===== config.mk =====
export PLATFORM = sky130hd
export DESIGN_NAME = alu_z_stage
export DESIGN_NICKNAME = d
export VERILOG_FILES = /design/src/rtl/alu_z_stage.sv
export SDC_FILE = /design/constraint.sdc
export NUM_CORES = 1
export LEC_CHECK = 0
export BUFFER_PORTS_ARGS = -buffer_cell sky130_fd_sc_hd__buf_2
export CAP_MARGIN = 10
export CORE_ASPECT_RATIO = 1.75
export CORE_MARGIN = 2
export CORE_UTILIZATION = 44
export CTS_CLUSTER_SIZE = 20
export DETAILED_ROUTE_END_ITERATION = 12
export GPL_TIMING_DRIVEN = 0
export PLACE_DENSITY = 0.78
export SYNTH_ARGS = -nofsm -noshare
export SYNTH_HDL_FRONTEND = slang
export SYNTH_SLANG_ARGS = --single-unit

===== constraint.sdc =====
create_clock -name clk -period 3 [get_ports clk]
set_clock_uncertainty 0.1 [all_clocks]
set_input_delay 0.6 -clock clk [delete_from_list [all_inputs] [get_ports clk]]
set_output_delay 0.6 -clock clk [all_outputs]
set_load 0.005 [all_outputs]

===== src/rtl/alu_z_stage.sv =====
// alu_z_stage: result stage downstream of the ALU.
// Latches the op select on a start strobe, waits a per-op settle time for the
// multi-cycle multiply/divide paths, captures the 64-bit ALU result into the
// ZHigh/ZLow register pair with zero/negative flags, and drives Z onto the
// 32-bit bus under the ZLowout/ZHighout enables (ZLowout has priority).
// Optional feature: define ALU_DIV_ZERO_TRAP_EN to trap divide-by-zero
// (skip the settle wait, capture zeros, raise div_err).
module alu_z_stage #(
   parameter int unsigned SETTLE_MUL = 2,
   parameter int unsigned SETTLE_DIV = 4
) (
   input  logic        clk,
   input  logic        clr,
   input  logic        start,
   input  logic [4:0]  select,
   input  logic [31:0] value2,
   input  logic [63:0] alu_result,
   output logic [4:0]  alu_sel,
   output logic        busy,
   output logic        done,
   output logic [31:0] z_high,
   output logic [31:0] z_low,
   input  logic        zhigh_out,
   input  logic        zlow_out,
   output logic [31:0] bus_out,
   output logic        flag_zero,
   output logic        flag_neg,
   output logic        div_err
);

   localparam logic [4:0] OP_DIV = 5'd11;
   localparam logic [4:0] OP_MUL = 5'd12;
   localparam logic [3:0] N_MUL  = 4'(SETTLE_MUL);
   localparam logic [3:0] N_DIV  = 4'(SETTLE_DIV);

`ifdef ALU_DIV_ZERO_TRAP_EN
   localparam bit DIV_TRAP_EN = 1'b1;
`else
   localparam bit DIV_TRAP_EN = 1'b0;
`endif

   typedef enum logic [1:0] {
      IDLE   = 2'd0,
      SETTLE = 2'd1,
      DONE   = 2'd2
   } state_t;

   state_t      state_q;
   logic [3:0]  cnt_q;
   logic [4:0]  alu_sel_q;
   logic [31:0] z_high_q;
   logic [31:0] z_low_q;
   logic        flag_zero_q;
   logic        flag_neg_q;
   logic        div_err_q;
   logic        busy_q;
   logic        done_q;

   logic [4:0]  op_d;
   logic        div_trap_d;
   logic [3:0]  settle_n_d;
   logic [31:0] z_high_d;
   logic [31:0] z_low_d;
   logic        flag_zero_d;
   logic        flag_neg_d;

   // Capture values and settle count for the current cycle. In IDLE the op
   // being accepted is still on select; later it is the latched copy.
   always_comb begin
      op_d        = (state_q == IDLE) ? select : alu_sel_q;
      div_trap_d  = DIV_TRAP_EN && (select == OP_DIV) && (value2 == '0);

      settle_n_d  = '0;
      case (select)
         OP_DIV:  settle_n_d = N_DIV;
         OP_MUL:  settle_n_d = N_MUL;
         default: settle_n_d = '0;
      endcase
      if (div_trap_d) begin
         settle_n_d = '0;
      end

      z_high_d = alu_result[63:32];
      z_low_d  = alu_result[31:0];

      // Mul/div produce a full 64-bit result; other ops only use the low word.
      if ((op_d == OP_DIV) || (op_d == OP_MUL)) begin
         flag_zero_d = (alu_result == '0);
      end else begin
         flag_zero_d = (alu_result[31:0] == '0);
      end
      // Mul sign lives in bit 63; div sign is the quotient (low word) sign.
      flag_neg_d = (op_d == OP_MUL) ? alu_result[63] : alu_result[31];

      // Trapped divide captures a clean zero regardless of the ALU output.
      if ((state_q == IDLE) && div_trap_d) begin
         z_high_d    = '0;
         z_low_d     = '0;
         flag_zero_d = 1'b1;
         flag_neg_d  = 1'b0;
      end
   end

   // Sequencer: accept, settle countdown, capture Z and flags, done pulse.
   always_ff @(posedge clk or negedge clr) begin
      if (!clr) begin
         state_q     <= IDLE;
         cnt_q       <= '0;
         alu_sel_q   <= '0;
         z_high_q    <= '0;
         z_low_q     <= '0;
         flag_zero_q <= 1'b0;
         flag_neg_q  <= 1'b0;
         div_err_q   <= 1'b0;
         busy_q      <= 1'b0;
         done_q      <= 1'b0;
      end else begin
         done_q <= 1'b0;
         case (state_q)
            IDLE: begin
               if (start) begin
                  alu_sel_q <= select;
                  div_err_q <= div_trap_d;
                  busy_q    <= 1'b1;
                  if (settle_n_d == '0) begin
                     z_high_q    <= z_high_d;
                     z_low_q     <= z_low_d;
                     flag_zero_q <= flag_zero_d;
                     flag_neg_q  <= flag_neg_d;
                     done_q      <= 1'b1;
                     state_q     <= DONE;
                  end else begin
                     cnt_q   <= settle_n_d;
                     state_q <= SETTLE;
                  end
               end
            end
            SETTLE: begin
               cnt_q <= cnt_q - 4'd1;
               if (cnt_q == 4'd1) begin
                  z_high_q    <= z_high_d;
                  z_low_q     <= z_low_d;
                  flag_zero_q <= flag_zero_d;
                  flag_neg_q  <= flag_neg_d;
                  done_q      <= 1'b1;
                  state_q     <= DONE;
               end
            end
            DONE: begin
               busy_q  <= 1'b0;
               state_q <= IDLE;
            end
            default: begin
               busy_q  <= 1'b0;
               state_q <= IDLE;
            end
         endcase
      end
   end

   // Z bus driver: ZLowout wins when both enables are asserted.
   always_comb begin
      bus_out = '0;
      if (zlow_out) begin
         bus_out = z_low_q;
      end else if (zhigh_out) begin
         bus_out = z_high_q;
      end
   end

   assign alu_sel   = alu_sel_q;
   assign busy      = busy_q;
   assign done      = done_q;
   assign z_high    = z_high_q;
   assign z_low     = z_low_q;
   assign flag_zero = flag_zero_q;
   assign flag_neg  = flag_neg_q;
   assign div_err   = div_err_q;

endmodule


After elaboration in Yosys (flattened, before gate mapping)
Index checks and enable logic that the tools add are counted.
{"block": "totals", "ff_bits": 79, "inputBits": 106, "output_inout_bits": 106, "wordCells": 67}
{"block": "classes", "n_addsub": 1, "n_eq_ne": 10, "muxes": 35, "bitwise_logic": 1, "reduce_logical": 11}
{"cell": "2-to-1 mux 32 bit", "n": 8}
{"cell": "case mux 32 bit (2 select lines)", "n": 2}
{"cell": "logical NOT 64 bit", "n": 1}
{"cell": "logical NOT 32 bit", "n": 1}
{"cell": "equality test 5 x 4 -> 1 bit (second input constant)", "n": 4}
{"cell": "2-to-1 mux 1 bit", "n": 12}
{"cell": "2-to-1 mux 4 bit", "n": 2}
{"cell": "case mux 1 bit (2 select lines)", "n": 4}
{"cell": "case mux 4 bit (2 select lines)", "n": 1}
{"cell": "2-to-1 mux 2 bit", "n": 3}
{"cell": "!= test 2 bit (second input constant)", "n": 3}
{"cell": "case mux 3 bit (2 select lines)", "n": 1}
{"cell": "AND reduction 2 bit", "n": 3}
{"cell": "2-to-1 mux 5 bit", "n": 1}
{"cell": "equality test 4 x 1 -> 1 bit (second input constant)", "n": 1}
{"cell": "logical NOT 4 bit", "n": 1}
{"cell": "case mux 2 bit (2 select lines)", "n": 1}
{"cell": "AND reduction 4 bit", "n": 1}
{"cell": "subtractor 4 x 1 -> 4 bit (second input constant)", "n": 1}
{"cell": "AND reduction 3 bit", "n": 1}
{"cell": "equality test 2 x 1 -> 1 bit (second input constant)", "n": 1}
{"cell": "logical NOT 2 bit", "n": 1}
{"cell": "!= test 2 x 1 -> 1 bit (second input constant)", "n": 1}
{"cell": "nonzero test 2 bit", "n": 1}
{"cell": "2 further kinds", "n": 2}

Logic depth before layout (Yosys ltp)
{"block": "depth", "depth_word": 8, "ltp_mapped": 9, "mapped_depth_nobuf": 6}

Worst setup path before layout
No wires, ideal clock.
{"block": "synth_path", "path_type": "input to register", "startpoint": "input start", "endpoint": "register z_low_q[15] (netlist: z_low[15])", "setup_time_ps": 127, "arrival_ps": 2101, "required_ps": 2773, "path_slack_ps": 672, "cell_stages": 8, "n_path_buf": 4, "path_cell_list": "or3b_1 buf_6 nor3_2 or2_1 buf_6 buf_12 buf_8 mux2_1"}
{"block": "synth_via", "elab_chain_len": 2}
{"item": "from (decl)", "line_no": "14", "rtl": "input logic start,"}
{"item": "!= test 2 bit (no source line)"}
{"item": "AND reduction 4 bit (no source line)"}
{"item": "to (signal assigned)", "line_no": "127", "rtl": "z_low_q <= z_low_d;"}
{"item": "to (signal assigned)", "line_no": "142", "rtl": "z_low_q <= z_low_d;"}
{"item": "to (decl)", "line_no": "52", "rtl": "logic [31:0] z_low_q;"}
No other way between the ends.
A chain may end at the register's enable or synchronous reset.

Worst setup path after layout
{"block": "layout_path", "startpoint": "input zlow_out", "endpoint": "output bus_out[4]"}
{"block": "layout_via", "elab_chain_len": 1}
{"item": "from (decl)", "line_no": "24", "rtl": "input logic zlow_out,"}
{"item": "2-to-1 mux 32 bit", "line_no": "164", "rtl": "if (zlow_out) begin"}
{"item": "to (decl)", "line_no": "25", "rtl": "output logic [31:0] bus_out,"}
No other way between the ends.

==> results.txt <==
The type of element capturing the critical path is a primary output. After detailed placement, the design holds a cell count of around 560. Among all stages on the critical path, the largest delay is contributed by clkbuf_1. The post-synthesis instance area is ~3700 µm². The number of gates resized after CTS is 0. The class of the tightest hold or removal check is primary input to asynchronous set/reset pin. The final cell count without fillers came out at 580. The fraction of final layout cells with drive strength greater than 1 is roughly three fifths. TritonCTS built the clock tree. The final worst setup slack is ~0.32 ns. The netlist uses 43 different library cells. The number of nets in the finished design came out at about 570.

The global placement routability congestion is 0.8185. The detailed-route wire length came out at 10590 µm. After detailed routing, the number of remaining DRC violations is 0.

The count of port buffers added during placement came out at 177. The worst-path maximum fanout came out at 10. The worst reg2reg path depth is 9. The effective utilization at floorplan came out at 45.08%. The chip width is between 70 and 80 µm. The clock insertion delay at the later pin of the skew report is ~0.33 ns. Among the stages of the critical path, the cell type that occurs most often is clkbuf_1.

The data arrival time at the worst-slack endpoint is roughly 2.0 ns. The highest metal layer carrying signal wires in the routed design is met4. The share of synthesized area occupied by flip-flops and latches came out at 52.75%.

The mean instance size in the synthesized netlist came out at 13.83 µm². Setup repair after global routing left no endpoint under its margin. The via count came out at roughly 3000. The largest stage delay on the critical path is 0.54 ns. The setup slack after placement is roughly 0.33 ns.

The register area is between 1500 and 2000 µm². The area added between synthesis and finish is 36.09%. The number of buffers on the longest clock path is 2.

Once layout is complete, the utilization of the core stands at between 60% and 70%. The total negative slack is 0 ns. The count of final max-slew check failures is 0. The total number of clock tree sinks came out at just under 80. The DRC marker count from the first detailed-route iteration is roughly 140. Power spread over the standard cell area amounts to 790.5 nW/µm².

The post-route worst hold slack is 0.1283 ns. The global-route total usage across every layer came out at 23.32%. The post-synthesis register bit count came out at between 70 and 80.

The normalized max-slew margin came out at between 50% and 60%. The via count of the first global-routing pass is roughly 3100. The critical path is of the primary input to primary output type.

The post-route antenna net violation count came out at 0. Detailed routing placed a total of 5508 µm of wire on met2. Setup violations remaining at the end of the flow were counted as 0. The first-pass detailed-route iteration total came out at 4. The async set-reset flop share out of synthesis came out at 100.0%.

After technology mapping, the gate count stands at roughly 270. The number of enable-type register cells in the synthesized netlist is 0. The number of nets handed over by synthesis was 379. The time the worst path needs with I/O delays and setup came out at between 2 and 3 ns. The H-tree depth came out at 3.

The initial antenna violation count is 0. By area the synthesized netlist is led by dfrtp_1 53%, mux2_2 13%, mux2_4 8.0%. The overflow left after global routing came out at 0. The met1 layer wirelength in the final routing is 4182 µm.

The routed length on met3 came out at roughly 580 µm. For this design, the CTS-stage hold fixing added 0 buffers. TritonCTS created 9 clock buffers.

The number of diodes added for antenna fixing came out at 0. The height of the die came out at approximately 130 µm. The worst-margin pin slew is roughly 0.7 ns. The pin count of the biggest net entering global routing came out at 43. The die outline area came out at 9300 µm². The area taken by multi-input logic gates came out at about 1600 µm².

The first global-routing pass estimated about 16000 µm of wire. STA classifies the critical path startpoint as a primary input. The clock-pin slew of the registers on the worst-case setup and hold paths came out at around 0.060 ns.

The highest clock rate came out at ~370 MHz. The root cell of the clock tree is clkbuf_16. The final count of hold timing violations was 0. Detailed placement ended at an HPWL of 8209 µm. The layout filler cell count is 684. Walking the worst path, the cells encountered are clkbuf_1 -> nor2b_1 -> clkbuf_1 -> a22o_1 -> buf_2.

The synthesis warning total is 0. The post-route fraction of the period consumed by the critical path came out at between 80 and 90%. The routed length per placed instance is between 15 and 20 µm.

Of all cell types, the one taking the most synthesized area is dfrtp_1. After synthesis, the largest area contributor takes up 52.75% of total cell area. The count of max-cap constraint violations came out at 0. The static leakage came out at 2.473 nW. The post-detailed-route via-to-cell ratio came out at between 5 and 6.

The critical path required time is approximately 2.3 ns. The dominant synthesized flop cell is dfrtp_1. The flow ran to the end, and the final reports show no timing, DRC or antenna violations. The floorplan has 44 rows. VDD sags by at most 0.4267 mV.

During I/O placement, the number of pins put on the boundary was 212. The area inside the core boundary came out at approximately 8300 µm². The number of buffers inserted by post-CTS setup repair came out at 0.
[state kept, by name, summed over array words and instances, names as in the netlist]
register	flops
z_high	32
z_low	32
alu_sel	5
cnt_q	4
state_q	2
busy	1
done	1
flag_neg	1
flag_zero	1
[metrics by stage]
step / instance area [µm²] / total power, mW
3_3_place_gp: 4777 / 2.912
5_1_grt: 5100 / 4.265
6_report: 5100 / 4.032
2_1_floorplan: 3747 / 2.335
3_5_place_dp: 4800 / 2.962
4_1_cts: 5100 / 4.070
[power by group]
part / internal, mW / leakage (nW) / switching [mW] / total [mW]
Sequential: 1.38 / 0.928 / 0.265 / 1.65
Clock: 0.666 / 0.138 / 0.426 / 1.09
Combinational: 0.776 / 1.41 / 0.518 / 1.29
Total: 2.82 / 2.47 / 1.21 / 4.03
[cells in the final DEF (no fill, tap or decap), types with 3 or more instances in the layout]
cell type / instances
or3b_2: 4
o21ai_0: 8
a22o_1: 31
mux2_2: 42
buf_4: 5
mux2_1: 7
buf_12: 4
nand2_1: 3
mux2_4: 20
clkbuf_1: 8
clkbuf_16: 9
inv_1: 5
buf_2: 176
nor4_1: 17
clkinvlp_4: 3
dfrtp_1: 79
nor2b_1: 3
[synthesized netlist by cell type (3+ instances only)]
library cell,n
buf_4,4
nor2b_1,3
clkbuf_1,7
inv_1,5
mux2_1,7
a22o_1,31
buf_12,3
mux2_4,20
dfrtp_1,79
o21ai_0,8
nand2_1,3
mux2_2,42
nor4_1,17
or3b_2,4
[final cells by class]
type	instances	area share [%]
flip-flops and latches	79	38.76
multi-input cells	170	31.33
repair buffers	178	17.81
clock buffers	11	4.760
plain buffers	17	3.018
well taps	115	2.821
clock inverters	5	1.129
inverters	5	0.3680
[per-layer routing]
layer / global-route usage (%) / vias to the layer above
met3: 3.680 / 22
met1: 28.31 / 1512
met5: 0 / -
met2: 38.87 / 144
li1: - / 1408
met4: 11.98 / 0
[worst max-delay path: cells and delay by family]
kind	cells	cell delay, ns
AO/OA/AOI/OAI	1	0.23
buffers and inverters	3	0.82
AND/OR/NAND/NOR	1	0.32
[path summary, 6_finish.rpt]
| path | startpoint | end | slack, ns |
|---|---|---|---|
| min | clr | z_low[16] | 0.13 |
| min reg2reg | busy | busy | 0.42 |
| max | zlow_out | bus_out[4] | 0.32 |
| max in group asynchronous | clr | alu_sel[4] | 2.06 |
| min in group clk | alu_result[16] | z_low[16] | 0.40 |
| max reg2reg | cnt_q[1] | z_low[20] | 0.46 |
[logic make-up (layout without fill, tap and decap cells)]
| kind of cell | count (synthesis) | count (layout) | share of synthesized area [%] |
|---|---|---|---|
| multiplexers | 69 | 69 | 22.74 |
| buffers and inverters | 22 | 216 | 4.608 |
| flip-flops | 79 | 79 | 52.75 |
| AO/OA/AOI/OAI | 49 | 49 | 10.38 |
| adder cells (fa/ha/maj) | 2 | 2 | 0.6677 |
| other | 1 | 1 | 0.1001 |
| AND/OR/NAND/NOR | 47 | 47 | 8.281 |
| XOR/XNOR | 2 | 2 | 0.4675 |
No activity file was read; power rests on OpenSTA's default activity.
